## config.mk

```make
export PLATFORM = sky130hd
export DESIGN_NAME = switch_debounce_toggle_array
export DESIGN_NICKNAME = d
export VERILOG_FILES = /design/src/rtl/switch_debounce_toggle_array.sv
export SDC_FILE = /design/constraint.sdc
export NUM_CORES = 1
export LEC_CHECK = 0
export BUFFER_PORTS_ARGS = -buffer_cell sky130_fd_sc_hd__buf_2
export CORE_MARGIN = 1.5
export CORE_UTILIZATION = 55
export CTS_BUF_LIST = sky130_fd_sc_hd__clkbuf_8
export DETAILED_ROUTE_END_ITERATION = 6
export PLACE_DENSITY = 0.69
export SKIP_LAST_GASP = 1
export SLEW_MARGIN = 20
export SYNTH_ARGS = -nofsm -noshare
export SYNTH_HDL_FRONTEND = slang
export SYNTH_SLANG_ARGS = --single-unit
```

## constraint.sdc

```tcl
create_clock -name i_clk -period 2.25 [get_ports i_clk]
set_input_delay 0 -clock i_clk [delete_from_list [all_inputs] [get_ports i_clk]]
set_output_delay 0 -clock i_clk [all_outputs]
set_load 0.005 [all_outputs]
```

## src/rtl/switch_debounce_toggle_array.sv

```systemverilog
// switch_debounce_toggle_array
// Multi-channel push-button to LED controller. Each raw switch is
// synchronised, debounced and drives one LED in a per-channel mode:
//   00 toggle on release, 01 toggle on press, 10 momentary,
//   11 debounced level gated by the previous channel's toggle state.
//
// Optional feature macro: SWITCH_EVENT_EN (adds o_event toggle pulses).
//
// Ports:
//   i_clk      system clock
//   i_reset    synchronous active-high reset
//   i_switch   [NUM_CH]    raw asynchronous switch levels, 1 = pressed
//   i_mode     [2*NUM_CH]  per-channel mode, bits [2n+1:2n] for channel n
//   o_led      [NUM_CH]    LED drive, combinational decode of registered state
//   o_event    [NUM_CH]    (SWITCH_EVENT_EN only) one-cycle pulse per toggle
module switch_debounce_toggle_array #(
    parameter int unsigned NUM_CH          = 4,
    parameter int unsigned DEBOUNCE_CYCLES = 250000
) (
    input  logic                  i_clk,
    input  logic                  i_reset,
    input  logic [NUM_CH-1:0]     i_switch,
    input  logic [2*NUM_CH-1:0]   i_mode,
`ifdef SWITCH_EVENT_EN
    output logic [NUM_CH-1:0]     o_event,
`endif
    output logic [NUM_CH-1:0]     o_led
);

    localparam int unsigned CW = $clog2(DEBOUNCE_CYCLES + 1);
    localparam logic [CW-1:0] CNT_LAST = CW'(DEBOUNCE_CYCLES - 1);

    localparam logic [1:0] MODE_RELEASE   = 2'b00;
    localparam logic [1:0] MODE_PRESS     = 2'b01;
    localparam logic [1:0] MODE_MOMENTARY = 2'b10;
    localparam logic [1:0] MODE_GATED     = 2'b11;

    // Per-channel state gathered so neighbours can see each other's toggle
    logic [NUM_CH-1:0] db;
    logic [NUM_CH-1:0] tog;

    for (genvar n = 0; n < NUM_CH; n++) begin : g_ch
        localparam int unsigned PREV = (n + NUM_CH - 1) % NUM_CH;

        logic          sync1;
        logic          sync2;
        logic          db_q;
        logic          tog_q;
        logic [CW-1:0] cnt;
        logic          db_next;
        logic          tog_next;
        logic [CW-1:0] cnt_next;
        logic [1:0]    mode;

        assign mode   = i_mode[2*n +: 2];
        assign db[n]  = db_q;
        assign tog[n] = tog_q;

        // Debounce counter: a level is accepted only after it differs from
        // db for DEBOUNCE_CYCLES consecutive synchronised samples
        always_comb begin
            db_next  = db_q;
            tog_next = tog_q;
            cnt_next = '0;
            if (sync2 != db_q) begin
                if (cnt == CNT_LAST) begin
                    db_next = sync2;
                end else begin
                    cnt_next = cnt + CW'(1);
                end
            end
            // Toggle evaluated against the db update of this same edge
            case (mode)
                MODE_RELEASE, MODE_GATED: begin
                    if (db_q && !db_next) tog_next = ~tog_q;
                end
                MODE_PRESS: begin
                    if (!db_q && db_next) tog_next = ~tog_q;
                end
                default: tog_next = tog_q;
            endcase
        end

        // Channel state registers
        always_ff @(posedge i_clk) begin
            if (i_reset) begin
                sync1 <= 1'b0;
                sync2 <= 1'b0;
                db_q  <= 1'b0;
                tog_q <= 1'b0;
                cnt   <= '0;
            end else begin
                sync1 <= i_switch[n];
                sync2 <= sync1;
                db_q  <= db_next;
                tog_q <= tog_next;
                cnt   <= cnt_next;
            end
        end

`ifdef SWITCH_EVENT_EN
        logic event_q;

        // Pulse is high in the cycle following the inverting edge
        always_ff @(posedge i_clk) begin
            if (i_reset) begin
                event_q <= 1'b0;
            end else begin
                event_q <= tog_next ^ tog_q;
            end
        end

        assign o_event[n] = event_q;
`endif

        // LED decode; a mode change shows up without a clock edge
        always_comb begin
            o_led[n] = tog_q;
            case (mode)
                MODE_MOMENTARY: o_led[n] = db_q;
                MODE_GATED:     o_led[n] = db_q & tog[PREV];
                default:        o_led[n] = tog_q;
            endcase
        end
    end

endmodule

```

* Word-level counts from Yosys, hierarchy flattened
Index checks and enable logic that the tools add are counted.
W data, S select, Z words.
** Word-level totals
- Flip-flop bits (word level) :: 88
- Input bits :: 14
- Output and inout port bits :: 4
- Word-level logic and storage cells :: 124
** Operators by class
- Add/sub/neg operators :: 4
- Eq/ne operators :: 28
- Muxes and demuxes :: 24
- Bitwise gates (word level) :: 12
- Reductions and logical operators :: 36
** Operators with widths (number)
- $add A18 B1 Y18 const B :: 4
- $eq A18 B18 Y1 const B :: 4
- $eq A2 B2 Y1 const B :: 8
- $mux W1 :: 16
- $ne A2 B2 Y1 const B :: 8
- $pmux W1 S2 :: 8
- $reduce_and A3 Y1 :: 4
- $reduce_or A3 Y1 :: 4
- $eq A2 B1 Y1 const B :: 4
- $logic_and A1 B1 Y1 :: 8
- $logic_not A1 Y1 :: 8
- $logic_not A2 Y1 :: 4
- $not A1 Y1 :: 8
- $reduce_bool A2 Y1 :: 4
- $reduce_or A2 Y1 :: 4
- $and A1 B1 Y1 :: 4
- $ne A1 B1 Y1 :: 4

* Longest topological paths before layout
Gate-level depths: netlist (run 1).
- Depth in word-level cells :: 7
- Mapped depth :: 7
- Depth with buffers taken out :: 6

* Worst setup path before layout (run 1)
No wires, ideal clock.
- Kind :: register -> register
- From :: register g_ch[0].cnt[0]
- To :: register g_ch[0].tog_q
- Library setup time :: 0.071 ns
- Arrival :: 1.700 ns
- Data required time :: 2.179 ns
- Setup slack :: 0.479 ns
- Stages on the path, launching flop included :: 6
- Buffers on the path :: 0
- Period minus slack after synthesis :: 1.771 ns
- Path through :: dfxtp_1 ha_1 nand3_1 or3_4 or4_1 a21oi_1
** Between the ends
- Longest elaborated chain between the ends :: 7
- Elaborated cells between the ends (all ways) :: 9
- Those cells by class :: eq/ne (3); mux (2); reduce/logical (4)
** Ends and longest elaborated chain
- from (decl) :: line 49 : logic [CW-1:0] cnt;
- from (signal assigned) :: line 97 : cnt <= cnt_next;
- $eq A18 B18 Y1 * :: line 66 : if (cnt == CNT_LAST) begin
- $mux W1 * :: line 66
- $mux W1 * :: line 65 : if (sync2 != db_q) begin
- $logic_not A1 Y1 :: line 75 : if (db_q && !db_next) tog_next = ~tog_q;
- $logic_and A1 B1 Y1 :: line 75
- $ne A2 B2 Y1 (no source line)
- $reduce_and A3 Y1 (no source line) *
- to (signal assigned) :: line 96 : tog_q <= tog_next;
- to (decl) :: line 48 : logic tog_q;
Every way passes the cells marked *; elsewhere a longest branch is shown, timed or not.
A chain may end at the register's enable or synchronous reset.

* Final worst setup path (run 1)
Ends and elaborated chain as after synthesis.

==> out/qor.yml, run 1 <==
status: "completed"
p_per_area_mw_per_mm2: 602
critPathKind: "flop to flop"
synth_cell_types: 42
drc_errors: 0
antenna_cells: 0
worstMarginPinSlew_ns: 0.544
dr.pass1.iters: 5
detailed_place_hpwl_um: 5290
grt_overflow_total: 0
hold_viol_final: 0
r2r-end: "g_ch[0].tog_q"
clock_latency_ns: 0.36
drt-wirelength-per-cell_um: 12.3
synthMuxAreaShare_pct: 0.541
timing.fmax_mhz: 531
synth_top_family_by_area: "simple AND/OR/NAND/NOR gates"
syn_area_mm2: 0.00417
grt_pass1_vias: 3003
cts.sinks: 88
min_to: "g_ch[1].sync2"
finalClockSkew_ns: 0.00887
synth_cells: 473
synth-edff-count: 0
clockRootBuffer: "clkbuf_8"
slowest_delay_ns: 0.47
period_share_pct: 83.7
cp-end-kind: "flop"
path_clk_slew_ns: 0.09
rsz0062_at_grt: "no"
place_ws_ns: 0.368
cp.required_ns: 2.54
arrival_ns: 2.17
antenna_found_initial: 0
seq_area_mm2: 0.00176
synthesis.nets: 503
antenna_left: 0
reg2reg_depth: 5
hp-class: "input port to flop"
ir_worst_vdd_uv: 396
totalWireLength_um: 7390
max-slew-margin-rel_pct: 63.8
hold_start: "i_reset"
n_fill_cell: 666
cts_made_buffers: 9
place.gp.congestion: 0.804
maxCapViolations: 0
r2r_start: "g_ch[0].cnt[0]"
grt_pass1_wl_um: 13000
num_vias: 3287
multi_input_area_mm2: 0.00227
synth-xor-area-share_pct: 10.7
synth_compound_gate_area_share_pct: 9.55
die_y_um: 90.0
htree_levels: 3
r2r_setup_slack_ns: 0.37
ys_seq_area_share_pct: 42.3
slew_violations: 0
design_area_mm2: 0.00460
place.port_buffers: 17
synthArstFlopShare_pct: 0
fin_ws_ns: 0.367
via_per_inst: 5.46
dpl-instance-area_mm2: 0.00436
drive_gt1_share_pct: 10.3
synthSimpleGateAreaFrac_pct: 28.8
coreArea_mm2: 0.00729
rows: 31
ys_seq_elements: 88
hold_path_depth: 2
synthToLayoutAreaGrowth_pct: 10.4
yosys.area_share.adder_pct: 4.81
fin_tns_setup_ns: 0
start_kind: "flop"
grt.total_usage_pct: 19.2
crit_chain: "ha_1 -> nand3_1 -> or3_4 -> or4_1 -> a21oi_1"
io_pins: 18
grt_max_degree: 24
fp.dieW_um: 90.0
first_iter_violations: 96
dieArea_mm2: 0.00810
finalCriticalPeriod_ns: 1.88
cts_tree: "built"
p_leak_nw: 1.56
post_cts_buffers: 0
holdBufCountCts: 4
start_util_pct: 57.1
syn_area_per_cell_um2: 8.81
path_max_fanout: 4
setup_violations: 0
ys.flop_type: "dfxtp_1"
ys_warn_count: 0
cts_max_path_buffers: 2
cts_resized: 0
fin_nets: 528
crit_path_top_delay_cell: "or4_1"
cells by family after synthesis:
family,Yosys count
DFF,88
buffers and inverters,34
xor gates and xnor gates,51
muxes,2
adders and majority gates,16
and+or+nand+nor,219
AOI/OAI and AO/OA,63
Yosys cell counts, drive strengths merged (9+ instances only):
| library cell | n | share of area (%) |
|---|---|---|
| dfxtp | 88 | 42 |
| nor2 | 72 | 6.5 |
| xnor2 | 30 | 6.3 |
| a21oi | 25 | 3.0 |
| nand2 | 23 | 2.1 |
| inv | 22 | 2.0 |
| nand3 | 22 | 2.6 |
| xor2 | 21 | 4.4 |
| ha | 16 | 4.8 |
| nand4 | 15 | 2.7 |
| or4 | 14 | 2.5 |
| o31ai | 12 | 2.2 |
| or3 | 12 | 1.9 |
| nor2b | 11 | 1.7 |
| o21ai | 11 | 1.4 |
| nor3 | 9 | 1.1 |
state kept, by name (all words and copies together), names as in the netlist:
name	cells
g_ch.cnt	72
g_ch.db_q	4
g_ch.sync1	4
g_ch.sync2	4
g_ch.tog_q	4
where the power goes:
part	internal [mW]	total, mW	switching (mW)
clock	0.512	1.09	0.576
sequential	1.57	1.58	0.0102
combinational	0.0505	0.0997	0.0493
critical path, delay by kind of cell (launching register included):
family,cells,cell delay [ns]
compound gates,1,0.14
fa+ha+maj,1,0.23
flops,1,0.37
simple gates,3,1.07
metrics by stage:
step | total power [mW] | hold slack [ns] | instances | util (%)
after floorplan | 1.68 | 0.128 | 473 | -
after global placement | 1.71 | 0.207 | 582 | 59.8
after detailed placement | 1.71 | 0.218 | 582 | 59.8
after CTS | 2.80 | 0.0341 | 602 | 63.0
after global routing | 2.88 | 0.0663 | 602 | 63.0
final | 2.77 | 0.0422 | 602 | 63.0
layer usage:
| metal | GRT usage (%) | wire, um | vias to the layer above | share of wire [%] |
|---|---|---|---|---|
| met5 | 0 | 0 | - | 0 |
| met4 | 9.13 | 104 | 0 | 1.4 |
| met3 | 2.96 | 208 | 6 | 2.8 |
| met2 | 30.6 | 3290 | 39 | 44 |
| met1 | 25.3 | 3790 | 1525 | 51 |
| li1 | - | - | 1717 | - |
final cells by class:
class | count | area share [%]
multi-input cells | 351 | 49.3
clock inverters | 7 | 1.61
flip-flops and latches | 88 | 38.3
inverters | 22 | 1.80
well taps | 99 | 2.69
repair buffers | 26 | 3.54
clock buffers | 9 | 2.69
placed cells by master (no fill, tap or decap), types with 4 or more instances in the layout:
cell           Yosys  final
a21o_1             6      6
a21oi_1           25     25
a22o_1             4      4
and3_1             7      7
and4_1             7      7
buf_2              5     17
buf_4              0      5
clkbuf_8           0      9
dfxtp_1           88     88
dlygate4sd3_1      0      4
ha_1              16     16
inv_1             22     23
nand2_1           23     23
nand3_1           22     22
nand4_1           12     12
nor2_1            72     72
nor2b_1           11     11
nor3_1             9      9
nor4_1             6      6
nor4b_1            6      6
o21ai_0            9      9
o31ai_1           12     12
or3_1             11     11
or3b_2             4      4
or4_1             14     14
xnor2_1           30     30
xor2_1            21     21
worst max path at each step:
stage                         startpoint            end  cells past startpoint
after floorplan           g_ch[0].cnt[0]  g_ch[0].tog_q                      5
after global placement    g_ch[0].cnt[0]  g_ch[0].tog_q                      5
after detailed placement  g_ch[0].cnt[0]  g_ch[0].tog_q                      5
after CTS                 g_ch[0].cnt[0]  g_ch[0].tog_q                      5
after global routing      g_ch[1].cnt[8]  g_ch[1].tog_q                      4
final                     g_ch[0].cnt[0]  g_ch[0].tog_q                      5
Power figures use the tool's default switching activity.
==> inputs of run 2 (changes only) <==
--- a/config.mk
+++ b/config.mk
@@ -10,7 +10,7 @@
 export CORE_UTILIZATION = 55
 export CTS_BUF_LIST = sky130_fd_sc_hd__clkbuf_8
 export DETAILED_ROUTE_END_ITERATION = 6
-export PLACE_DENSITY = 0.69
+export PLACE_DENSITY = 0.72
 export SKIP_LAST_GASP = 1
 export SLEW_MARGIN = 20
 export SYNTH_ARGS = -nofsm -noshare
==> constraint.sdc (replaced) <==
create_clock -name i_clk -period 1.5 [get_ports i_clk]
set_input_delay 0 -clock i_clk [delete_from_list [all_inputs] [get_ports i_clk]]
set_output_delay 0 -clock i_clk [all_outputs]
set_load 0.005 [all_outputs]
==> run 2 against run 1 <==
  * Non-clock buffer count is 105 higher
  * Wire length is 57% higher
  * Worst hold slack better by 0.0021 ns
  * Register-to-register slack worse by 0.65 ns
  * Worst setup slack worse by 0.65 ns
  * Utilization is 21 points higher
  * Cell area is 33% higher
  * Clock skew is 0.0054 ns higher
  * Fmax is 5.3% higher
  * The run now ends with setup timing left
  * Largest power group unchanged
  * Critical path depth is 1 higher
==> out/qor.yml, run 2 (synthesized netlist as in run 1, its figures left out) <==
endpoint: "g_ch[0].cnt[4]"
grt_max_degree: 19  # -21%
p_per_area_mw_per_mm2: 728  # +21%
grt_pass1_vias: 3791  # +26%
cts_max_path_buffers: 2  # unchanged
place.port_buffers: 17  # unchanged
fin_ws_ns: -0.288  # -0.655 ns
p_leak_nw: 2.25  # +44%
start_kind: "flop"
crit_path_top_delay_cell: "or3_4"
final_cell_mix: "buf_4, dfxtp_1, nor2_1, xnor2_1, dfxtp_2"
detailed_place_hpwl_um: 6700  # +27%
cts.sinks: 88  # unchanged
cp-end-kind: "flop"
clockRootBuffer: "clkbuf_8"
rsz0062_at_grt: "yes"
place.gp.congestion: 0.786  # -2.3%
die_y_um: 90.0  # unchanged
cp.required_ns: 1.75  # -0.79 ns
path_max_fanout: 8  # +4
hp-class: "input port to flop"
power.total_mw: 4.44  # +61%
violations: "setup timing"
clock_latency_ns: 0.36  # about the same
antenna_cells: 0  # unchanged
rows: 31  # unchanged
path_clk_slew_ns: 0.09  # about the same
timing.fmax_mhz: 559  # +5.3%
r2r-end: "g_ch[0].cnt[4]"
slowest_delay_ns: 0.40  # -0.07 ns
hold_path_depth: 2  # unchanged
top_register: "g_ch.cnt"
max-slew-margin-rel_pct: 66.9  # +3.1 points
coreArea_mm2: 0.00729  # unchanged
period_share_pct: 119  # +36 points
dpl-instance-area_mm2: 0.00529  # +21%
first_iter_violations: 198  # +110%
dieArea_mm2: 0.00810  # unchanged
design_area_mm2: 0.00610  # +33%
fin_nets: 633  # +20%
startpoint: "g_ch[0].cnt[13]"
n_fill_cell: 388  # -42%
worstMarginPinSlew_ns: 0.492  # -0.0515 ns
seq_area_mm2: 0.00180  # +2.3%
drive_gt1_share_pct: 43.2  # +33 points
slew_violations: 0  # unchanged
drt-wirelength-per-cell_um: 16.4  # +34%
grt_pass1_wl_um: 17300  # +33%
fp.dieW_um: 90.0  # unchanged
start_util_pct: 57.1  # unchanged
grt.total_usage_pct: 25.7  # +6.6 points
cts_tree: "built"
arrival_ns: 2.04  # -0.13 ns
r2r_start: "g_ch[0].cnt[13]"
hold_start: "i_reset"
drc_errors: 0  # unchanged
final_common_cell: "buf_4"
multi_input_area_mm2: 0.00276  # +22%
largest_reg_flops: 72  # unchanged
antenna_left: 0  # unchanged
antenna_found_initial: 0  # unchanged
finalCriticalPeriod_ns: 1.79  # -0.0953 ns
status: "finished, violations left"
num_vias: 3937  # +20%
setup_violations: 57  # +57
hold_viol_final: 0  # unchanged
totalWireLength_um: 11600  # +57%
grt_overflow_total: 0  # unchanged
synthToLayoutAreaGrowth_pct: 46.5
maxCapViolations: 0  # unchanged
critPathKind: "flop to flop"
dr.pass1.iters: 4  # -1
crit_chain: "or3b_4 -> or3_4 -> buf_6 -> o21ai_4 -> clkbuf_16 -> nor2_1"
io_pins: 18  # unchanged
cts_made_buffers: 9  # unchanged
reg2reg_depth: 6  # +1
finalClockSkew_ns: 0.0142  # +0.00535 ns
via_per_inst: 5.58  # +2.1%
htree_levels: 3  # unchanged
r2r_setup_slack_ns: -0.29  # -0.65 ns
ir_worst_vdd_uv: 478  # +21%
[run 2: changes by cell type in the layout (fill, tap and decap cells not counted), moves of 6 or more]
cell / previous run / this run
a21oi_1: 25 / 14
nor2_4: 0 / 12
dfxtp_1: 88 / 59
and3_1: 7 / 1
buf_4: 5 / 93
buf_6: 0 / 8
a21oi_2: 0 / 11
nor2_1: 72 / 48
dfxtp_2: 0 / 27
nor2_2: 0 / 12
and3_4: 0 / 6
[run 2: worst min-delay path by stage]
| stage | end | slack (ns) |
|---|---|---|
| floorplan | g_ch[0].sync1 | 0.13 |
| global placement | g_ch[0].sync1 | 0.21 |
| detailed placement | g_ch[0].sync1 | 0.22 |
| CTS | g_ch[1].db_q | 0.008 |
| global route | g_ch[1].sync2 | 0.04 |
| finish | g_ch[1].db_q | 0.04 |
[run 2: critical path: cells and delay by family, from the launching register on]
family | cells | cell delay [ns]
AOI/OAI and AO/OA | 1 | 0.20
buffers and inverters | 2 | 0.32
DFF | 1 | 0.33
and+or+nand+nor | 3 | 0.83
[run 2: metrics by stage]
stage	setup TNS, ns	worst slack (ns)	util, %	cells	hold slack [ns]
after floorplan	-2.75	-0.186	-	473	0.128
after global placement	-3.07	-0.165	72.5	671	0.212
after detailed placement	-4.55	-0.219	72.5	671	0.224
after CTS	-7.44	-0.279	78.8	699	0.00841
after global routing	-11.68	-0.325	83.7	706	0.0377
final	-8.48	-0.288	83.7	706	0.0443
[run 2: per-layer routing]
metal / wire length (um) / part of all wire, % / GRT usage, % / vias up
li1: - / - / - / 1920
met1: 5080 / 44 / 33.5 / 1887
met2: 5760 / 50 / 42.6 / 100
met3: 472 / 4.1 / 4.91 / 30
met4: 283 / 2.4 / 8.86 / 0
met5: 0 / 0 / 0 / -
[run 2: final cells by class]
type	instances	area share (%)
inverters	22	1.35
clock inverters	4	1.13
multi-input cells	351	45.2
repair buffers	131	18.3
clock buffers	11	2.48
well taps	99	2.03
flip-flops and latches	88	29.5
[run 2: power by group]
part / internal, mW / total [mW] / switching [mW]
Clock: 1.01 / 1.84 / 0.828
Combinational: 0.122 / 0.236 / 0.114
Sequential: 2.35 / 2.37 / 0.0169
Total: 3.49 / 4.44 / 0.959
[run 2: timing repair]
item                                    in CTS  in global routing
gates resized for setup                     26                 68
hold buffers                                 4                  0
gates cloned                                 2                  3
pin swaps                                   13                 27
endpoints found under the hold margin        4                  0
endpoints found under the setup margin      50                 77
buffers inserted                             7                  6
